===== config.mk =====
export PLATFORM = sky130hd
export DESIGN_NAME = dmem_arbiter
export DESIGN_NICKNAME = d
export VERILOG_FILES = /design/src/rtl/dmem_pkg.sv /design/src/rtl/dmem_arb_starve_ctr.sv /design/src/rtl/dmem_arbiter.sv
export SDC_FILE = /design/constraint.sdc
export NUM_CORES = 1
export LEC_CHECK = 0
export CORE_UTILIZATION = 25
export CTS_CLUSTER_DIAMETER = 80
export DETAILED_ROUTE_END_ITERATION = 10
export PLACE_DENSITY_LB_ADDON = 0.05
export SETUP_SLACK_MARGIN = 0.1
export SLEW_MARGIN = 20
export SYNTH_ARGS = -nofsm -noshare
export SYNTH_HDL_FRONTEND = slang
export SYNTH_SLANG_ARGS = --single-unit

===== constraint.sdc =====
create_clock -name clk -period 2 [get_ports clk]
set_clock_uncertainty 0.15 [all_clocks]
set_input_delay 0.3 -clock clk [delete_from_list [all_inputs] [get_ports clk]]
set_output_delay 0.3 -clock clk [all_outputs]
set_load 0.005 [all_outputs]

===== src/rtl/dmem_pkg.sv =====
// Shared types and helpers for the data-memory arbiter.
// Holds the arbiter FSM state encoding, the read-owner encoding, the
// request bundle both ports present to the arbiter, and a word-alignment
// helper for memory addresses.
package dmem_pkg;

  // Byte-address width of the data memory this slice is built for.
  localparam int unsigned DMEM_ADDR_W = 10;

  // Byte enables driven on every read.
  localparam logic [3:0] BE_ALL = 4'hF;

  typedef enum logic {
    ARB_IDLE   = 1'b0,
    ARB_LOCKED = 1'b1
  } arb_state_t;

  typedef enum logic {
    OWN_C = 1'b0,
    OWN_D = 1'b1
  } owner_t;

  // One access as seen by the memory: write flag, byte address, data, enables.
  typedef struct packed {
    logic                   we;
    logic [DMEM_ADDR_W-1:0] addr;
    logic [31:0]            wdata;
    logic [3:0]             be;
  } mem_req_t;

  // Clears the two byte-offset bits so the memory only ever sees word addresses.
  function automatic logic [DMEM_ADDR_W-1:0] word_align(input logic [DMEM_ADDR_W-1:0] addr);
    return addr & ~(DMEM_ADDR_W'(3));
  endfunction

endpackage


===== src/rtl/dmem_arb_starve_ctr.sv =====
// Saturating wait counter for the DMA starvation guard.
// Ports:
//   clk, rst_n  clock and asynchronous active-low reset
//   inc         a contended DMA cycle was denied
//   clr         DMA was granted or stopped requesting (takes priority over inc)
//   at_max      counter has reached MAX_WAIT; DMA wins the next contended cycle
module dmem_arb_starve_ctr #(
  parameter int unsigned MAX_WAIT = 4
) (
  input  logic clk,
  input  logic rst_n,
  input  logic inc,
  input  logic clr,
  output logic at_max
);

  localparam int unsigned CW = $clog2(MAX_WAIT + 1);

  logic [CW-1:0] cnt;

  // Count denied cycles, hold at MAX_WAIT, clear on grant or request drop.
  always_ff @(posedge clk or negedge rst_n) begin
    if (!rst_n) begin
      cnt <= '0;
    end else if (clr) begin
      cnt <= '0;
    end else if (inc && (cnt != CW'(MAX_WAIT))) begin
      cnt <= cnt + CW'(1);
    end else begin
      cnt <= cnt;
    end
  end

  assign at_max = (cnt == CW'(MAX_WAIT));

endmodule


===== src/rtl/dmem_arbiter.sv =====
// Arbiter sharing the single-port data memory between the pipeline MEM
// stage (port C) and the DMA/debug loader (port D). At most one access is
// issued per cycle; the grant is combinational so m_* carry the winner's
// fields in the same cycle. Read data returns one cycle later on the port
// that issued the read. DMA may lock the memory for multi-beat bursts.
//
// Ports:
//   c_*  MEM-stage request in, stall / load-return out
//   d_*  DMA request (with burst lock) in, grant / read-return out
//   m_*  data-memory interface (1-cycle synchronous read latency)
//
// Build option: define DMEM_ARB_STARVE_GUARD_EN to let DMA win a contended
// cycle after MAX_WAIT consecutive denied cycles. Without it, C has strict
// priority whenever the arbiter is not locked.
module dmem_arbiter
  import dmem_pkg::*;
#(
  parameter int unsigned ADDR_WIDTH = 10,
  parameter int unsigned MAX_WAIT   = 4
) (
  input  logic                  clk,
  input  logic                  rst_n,
  input  logic                  c_req_i,
  input  logic                  c_we_i,
  input  logic [ADDR_WIDTH-1:0] c_addr_i,
  input  logic [31:0]           c_wdata_i,
  input  logic [3:0]            c_be_i,
  output logic                  c_stall_o,
  output logic                  c_rvalid_o,
  output logic [31:0]           c_rdata_o,
  input  logic                  d_req_i,
  input  logic                  d_we_i,
  input  logic                  d_lock_i,
  input  logic [ADDR_WIDTH-1:0] d_addr_i,
  input  logic [31:0]           d_wdata_i,
  input  logic [3:0]            d_be_i,
  output logic                  d_gnt_o,
  output logic                  d_rvalid_o,
  output logic [31:0]           d_rdata_o,
  output logic                  m_re_o,
  output logic                  m_we_o,
  output logic [ADDR_WIDTH-1:0] m_addr_o,
  output logic [31:0]           m_wdata_o,
  output logic [3:0]            m_be_o,
  input  logic [31:0]           m_rdata_i
);

  // The request bundle is sized by the package; reject mismatched builds.
  if ((ADDR_WIDTH != DMEM_ADDR_W) || (MAX_WAIT == 32'd0)) begin : g_param_check
    $error("dmem_arbiter: ADDR_WIDTH must match DMEM_ADDR_W and MAX_WAIT must be nonzero");
  end

  arb_state_t  state, state_next;
  logic        c_gnt, d_gnt, force_d;
  mem_req_t    c_fields, d_fields, sel;
  logic        rd_pend;
  owner_t      rd_owner;
  logic [31:0] c_rdata_hold, d_rdata_hold;

  assign c_fields = '{we: c_we_i, addr: c_addr_i, wdata: c_wdata_i, be: c_be_i};
  assign d_fields = '{we: d_we_i, addr: d_addr_i, wdata: d_wdata_i, be: d_be_i};

`ifdef DMEM_ARB_STARVE_GUARD_EN
  logic starve_inc, starve_clr;

  // Only denials while unlocked count; a locked burst never denies a live D request.
  assign starve_inc = (state == ARB_IDLE) && d_req_i && !d_gnt;
  assign starve_clr = d_gnt || !d_req_i;

  dmem_arb_starve_ctr #(
    .MAX_WAIT (MAX_WAIT)
  ) u_starve_ctr (
    .clk    (clk),
    .rst_n  (rst_n),
    .inc    (starve_inc),
    .clr    (starve_clr),
    .at_max (force_d)
  );
`else
  assign force_d = 1'b0;
`endif

  // Grant decision and next FSM state.
  always_comb begin
    c_gnt      = 1'b0;
    d_gnt      = 1'b0;
    state_next = state;
    case (state)
      ARB_IDLE: begin
        if (c_req_i && !(d_req_i && force_d)) begin
          c_gnt = 1'b1;
        end else begin
          c_gnt = 1'b0;
        end
        d_gnt = d_req_i && !c_gnt;
        if (d_gnt && d_lock_i) begin
          state_next = ARB_LOCKED;
        end else begin
          state_next = ARB_IDLE;
        end
      end
      ARB_LOCKED: begin
        d_gnt = d_req_i;
        // A dropped request aborts the burst just like a final (unlocked) beat.
        if (!d_req_i || !d_lock_i) begin
          state_next = ARB_IDLE;
        end else begin
          state_next = ARB_LOCKED;
        end
      end
      default: begin
        state_next = ARB_IDLE;
      end
    endcase
  end

  // Memory-side mux: winner's fields, or all zeros when nothing is granted.
  always_comb begin
    sel    = '0;
    m_re_o = 1'b0;
    m_we_o = 1'b0;
    m_be_o = 4'h0;
    if (c_gnt) begin
      sel = c_fields;
    end else if (d_gnt) begin
      sel = d_fields;
    end else begin
      sel = '0;
    end
    m_we_o = (c_gnt || d_gnt) && sel.we;
    m_re_o = (c_gnt || d_gnt) && !sel.we;
    if (m_re_o) begin
      m_be_o = BE_ALL;
    end else begin
      m_be_o = sel.be;
    end
  end

  assign m_addr_o  = word_align(sel.addr);
  assign m_wdata_o = sel.wdata;
  assign c_stall_o = c_req_i && !c_gnt;
  assign d_gnt_o   = d_gnt;

  // FSM state, in-flight read tag and per-port held read data.
  always_ff @(posedge clk or negedge rst_n) begin
    if (!rst_n) begin
      state        <= ARB_IDLE;
      rd_pend      <= 1'b0;
      rd_owner     <= OWN_C;
      c_rdata_hold <= 32'h0;
      d_rdata_hold <= 32'h0;
    end else begin
      state   <= state_next;
      rd_pend <= m_re_o;
      if (d_gnt) begin
        rd_owner <= OWN_D;
      end else begin
        rd_owner <= OWN_C;
      end
      if (c_rvalid_o) begin
        c_rdata_hold <= m_rdata_i;
      end else begin
        c_rdata_hold <= c_rdata_hold;
      end
      if (d_rvalid_o) begin
        d_rdata_hold <= m_rdata_i;
      end else begin
        d_rdata_hold <= d_rdata_hold;
      end
    end
  end

  // The returning word passes straight through in its cycle; afterwards the hold register keeps it.
  assign c_rvalid_o = rd_pend && (rd_owner == OWN_C);
  assign d_rvalid_o = rd_pend && (rd_owner == OWN_D);
  assign c_rdata_o  = c_rvalid_o ? m_rdata_i : c_rdata_hold;
  assign d_rdata_o  = d_rvalid_o ? m_rdata_i : d_rdata_hold;

endmodule


* Yosys cells after proc, flatten, opt, wreduce, memory -nomap -nowiden
Index checks and enable logic that the tools add are counted.
Storage, ports and cells: word-level logic and storage cells 34, register bits 67, output and inout bits 116
Cells by class: reductions and logical operators 14, mux-type cells 13, bitwise operators 2
Operators by type and width (count):
- $mux W47 | 2
- $mux W32 | 2
- $logic_and A1 B1 Y1 | 7
- $mux W1 | 6
- $logic_not A1 Y1 | 5
- $mux W4 | 1
- $pmux W1 S2 | 2
- $logic_or A1 B1 Y1 | 2
- $not A1 Y1 | 2

* Depth between registers and ports, before layout
depth in word-level cells 10, depth in mapped cells 5, depth with buffers taken out 3

* Worst setup path after synthesis
Ideal clock, no wire load.
kind flip-flop to output port, start point register rd_owner, end point output c_rdata_o[10], data arrival time 1.086 ns, path buffers 2, setup slack 0.464 ns, data required time 1.550 ns, cell stages (with the launch flop) 5, path through dfrtp_1 > nor2b_4 > buf_6 > buf_12 > mux2_4
Between the ends: longest elaborated chain between the ends 3
RTL lines:
- start, declared | line dmem_arbiter.sv:57 | owner_t rd_owner;
- start signal, assigned | line dmem_arbiter.sv:149 | rd_owner <= OWN_C;
- start signal, assigned | line dmem_arbiter.sv:156 | rd_owner <= OWN_D;
- start signal, assigned | line dmem_arbiter.sv:158 | rd_owner <= OWN_C;
- $not A1 Y1 | line dmem_arbiter.sv:174 | assign c_rvalid_o = rd_pend && (rd_owner == OWN_C);
- $logic_and A1 B1 Y1 | line dmem_arbiter.sv:174
- $mux W32
- end, declared | line dmem_arbiter.sv:30 | output logic [31:0] c_rdata_o,
Every way passes these cells.

* Worst setup path in the final report
start point register rd_pend, end point output c_rdata_o[29]
Between the ends: longest elaborated chain between the ends 2
RTL lines:
- start, declared | line dmem_arbiter.sv:56 | logic rd_pend;
- start signal, assigned | line dmem_arbiter.sv:154 | rd_pend <= m_re_o;
- $logic_and A1 B1 Y1 | line dmem_arbiter.sv:174
- $mux W32
Every way passes these cells.

==> impl_results.md <==
- Final core utilization: 59.56%
- Yosys warnings: 0
- Commonest cells after routing, fill and taps aside: clkdlybuf4s50_1 (125), buf_6 (115), dfrtp_1 (66)
- Synth Cell Area: 3372 sq um
- Worst EP required: 1550 ps
- Clock latency on the worst-skew pair: 320 ps
- Minimum clock period: 2248 ps
- Fin crit share: 112.4%
- Clk buf depth: 2
- CP Capture Type: primary output
- Mapped Cells: 305
- Setup Viol. Count Final: 89
- Hold endpoint: d_rdata_hold[7]
- Total gr overflow: 0
- First-pass GRT wire length: 19.61 mm
- Worst path top cell family by delay: buffers and inverters
- Share of layout cells above drive strength 1: 58.84%
- CP startpoint kind: flop
- Final setup margin: -247.6 ps
- Antenna Violating Nets Remaining: 0
- Critical path fanouts, max: 6
- Async S/R FF share, synth: 100.0%
- Final Hold Vio Count: 0
- Buf/Inv on CP: 5
- Layout Area Growth over Synthesis: 133.0%
- Clock sinks: 67
- Starting DRT DRC Count: 124
- RSZ-0062 raised after global routing: yes
- Post-synthesis register bit count: 67
- Die H: 118.1 microns
- CTS H-tree lvls: 3
- Hold path startpoint: d_rdata_hold[7]
- Core area: 13190 sq um
- Slowest CP cell: dfrtp_1
- Pwr per Cell Area: 737.6 nW/um^2
- Die width: 118.1 microns
- Cell internal pwr: 4272 uW
- I/O Buffers: 240
- Cells after DPL: 719
- R2r setup slk: 220 ps
- Net Switching: 1523 uW
- Antenna diodes: 0
- Commonest non-fill, non-tap cell in the layout: clkdlybuf4s50_1
- Vias per inst: 4.356
- Initial antenna violation count: 0
- Reg2Reg Launch Point: rd_owner
- Critical Path Max Stage Delay: 410 ps
- Critical path's most frequent cell: buf_6
- Fin nets: 782
- Rows: 42
- TritonCTS clock tree: yes
- Drt first pass iters: 4
- Fmax: 0.4449 GHz
- Dpl hpwl: 8.608 mm
- Worst min path class: flop to flop
- Worst r2r path cells: 7
- RePlAce Congestion: 0.8441
- Max_cap viols: 0
- Fillers: 1118
- Gr usage total: 18.30%
- Post-synthesis cell type count: 23
- Worst Hold Depth: 1
- Setup CP Type: flop to primary output
- CTS clk-pin slew, worst paths: 60 ps
- Die area: 13960 sq um
- Clock network power share: 25.3%
- Peak supply drop: 401.1 uV
- Reg power frac: 30.2%
- Critical Path AT: 1800 ps
- Post-synth EDFFs: 0
- Largest net degree at the start of global routing: 68
- Starting Density: 25.56%
- Final wirelength: 13.62 mm
- Status: complete, but fails checks
- Logic pwr share: 44.5%
- Layout Cells excl Fill: 832
- Vias in the first global route: 3662
- Leakage: 0.003878 uW
- Net Sw Frac: 26.27%
- Violated checks: negative setup slack
- Total CTS buffers: 9
- I/O Pins: 247
- DR WL/cell: 16.37 microns
- DR DRC count: 0
- Reg2reg end: c_rdata_hold[18]
- Seq/Total Area, Yosys: 49.72%
- Final Slew Violations: 0
- Avg Cell Area, Syn: 11.06 sq um
- Clock Root Buffer: clkbuf_16
- Top FF cell, synth: dfrtp_1
- Worst-path cell chain: nor2b_4, buf_6, buf_12, buf_12, buf_6, mux2_4, buf_6
- Via count: 3624
-- worst max-delay path by stage --
| stage | from | end | slack [ps] | cells after the start |
|---|---|---|---|---|
| 6_report | rd_pend | c_rdata_o[29] | -250 | 7 |
| 3_5_place_dp | c_req_i | m_be_o[2] | -430 | 6 |
| 2_1_floorplan | rd_owner | c_rdata_o[10] | 460 | 4 |
| 3_3_place_gp | c_req_i | m_be_o[3] | -390 | 6 |
| 5_1_grt | rd_pend | c_rdata_o[23] | -310 | 7 |
| 4_1_cts | rd_owner | d_rdata_o[7] | -270 | 6 |
-- routing by layer --
layer  up-vias  track usage, %  wire length, microns
met1      1745           20.82                  5216
met3        25           6.226                   947
met2       145           31.21                  7058
li1       1709               -                     -
met5         -               0                     0
met4         0           7.612                   399
-- sequential cells by signal, indices dropped and copies added, names as in the netlist --
name          cells
c_rdata_hold     32
d_rdata_hold     32
rd_owner          1
rd_pend           1
state             1
-- stage by stage --
| stage | power (uW) | hold slack, ps | setup TNS (ps) | worst slack [ps] | instance area (sq um) |
|---|---|---|---|---|---|
| after global placement | 3660 | 203.4 | -15400 | -385.4 | 6081 |
| after detailed placement | 3680 | 201.8 | -16430 | -425.8 | 6081 |
| after CTS | 5624 | 342.7 | -11710 | -269.8 | 7239 |
| after global routing | 6099 | 357.8 | -15250 | -309.9 | 7856 |
| after floorplan | 2442 | -145.6 | 0 | 463.5 | 3376 |
| final | 5795 | 344.6 | -8167 | -247.6 | 7856 |
-- what timing repair did --
item,CTS,global route
endpoints found under the setup margin,113,113
setup buffers,63,26
hold buffers,1,0
gates cloned,8,5
gates resized for setup,587,119
endpoints found under the hold margin,67,0
pin swaps,9,64
-- kinds of logic after synthesis --
kind of cell,count (synthesis),synth area share [%]
AO/OA/AOI/OAI,9,1.484
multiplexers,64,24.60
AND/OR/NAND/NOR,135,17.74
flip-flops,67,49.72
other,1,0.1112
buffers and inverters,29,6.345
-- cell type report --
class	count	area (sq um)	area share, %
inverters	5	18.77	0.2389
well taps	176	220.2	2.803
repair buffers	358	3726	47.43
clock buffers	10	239.0	3.042
clock inverters	6	40.04	0.5096
flip-flops and latches	67	1678	21.36
multi-input cells	210	1934	24.62
-- cell usage after synthesis (2+ instances only) --
cell type / number / area (sq um)
mux2_2: 35 / 394.1
nand3_1: 41 / 205.2
a31oi_1: 4 / 25.02
buf_12: 3 / 60.06
nand2b_1: 5 / 31.28
dfrtp_1: 67 / 1677
buf_4: 4 / 30.03
clkbuf_1: 3 / 11.26
buf_2: 9 / 45.04
a21oi_1: 4 / 20.02
buf_6: 4 / 45.04
and2_1: 2 / 12.51
inv_1: 5 / 18.77
mux2_4: 29 / 435.4
nand2_1: 82 / 307.8
-- worst reg2reg max path, delay by kind of cell, from the launching register on --
kind,cells,cell delay [ps]
buffers and inverters,5,630
DFF,1,430
muxes,1,310
and+or+nand+nor,1,140
-- power groups by stage --
stage               clock, uW  sequential, uW  combinational (uW)
floorplan                   0            1740                 706
global placement            0            1750                1910
detailed placement          0            1760                1920
CTS                      1510            1750                2360
global route             1580            1780                2740
finish                   1460            1750                2580
Note: power is estimated with default switching activity, not from simulation.
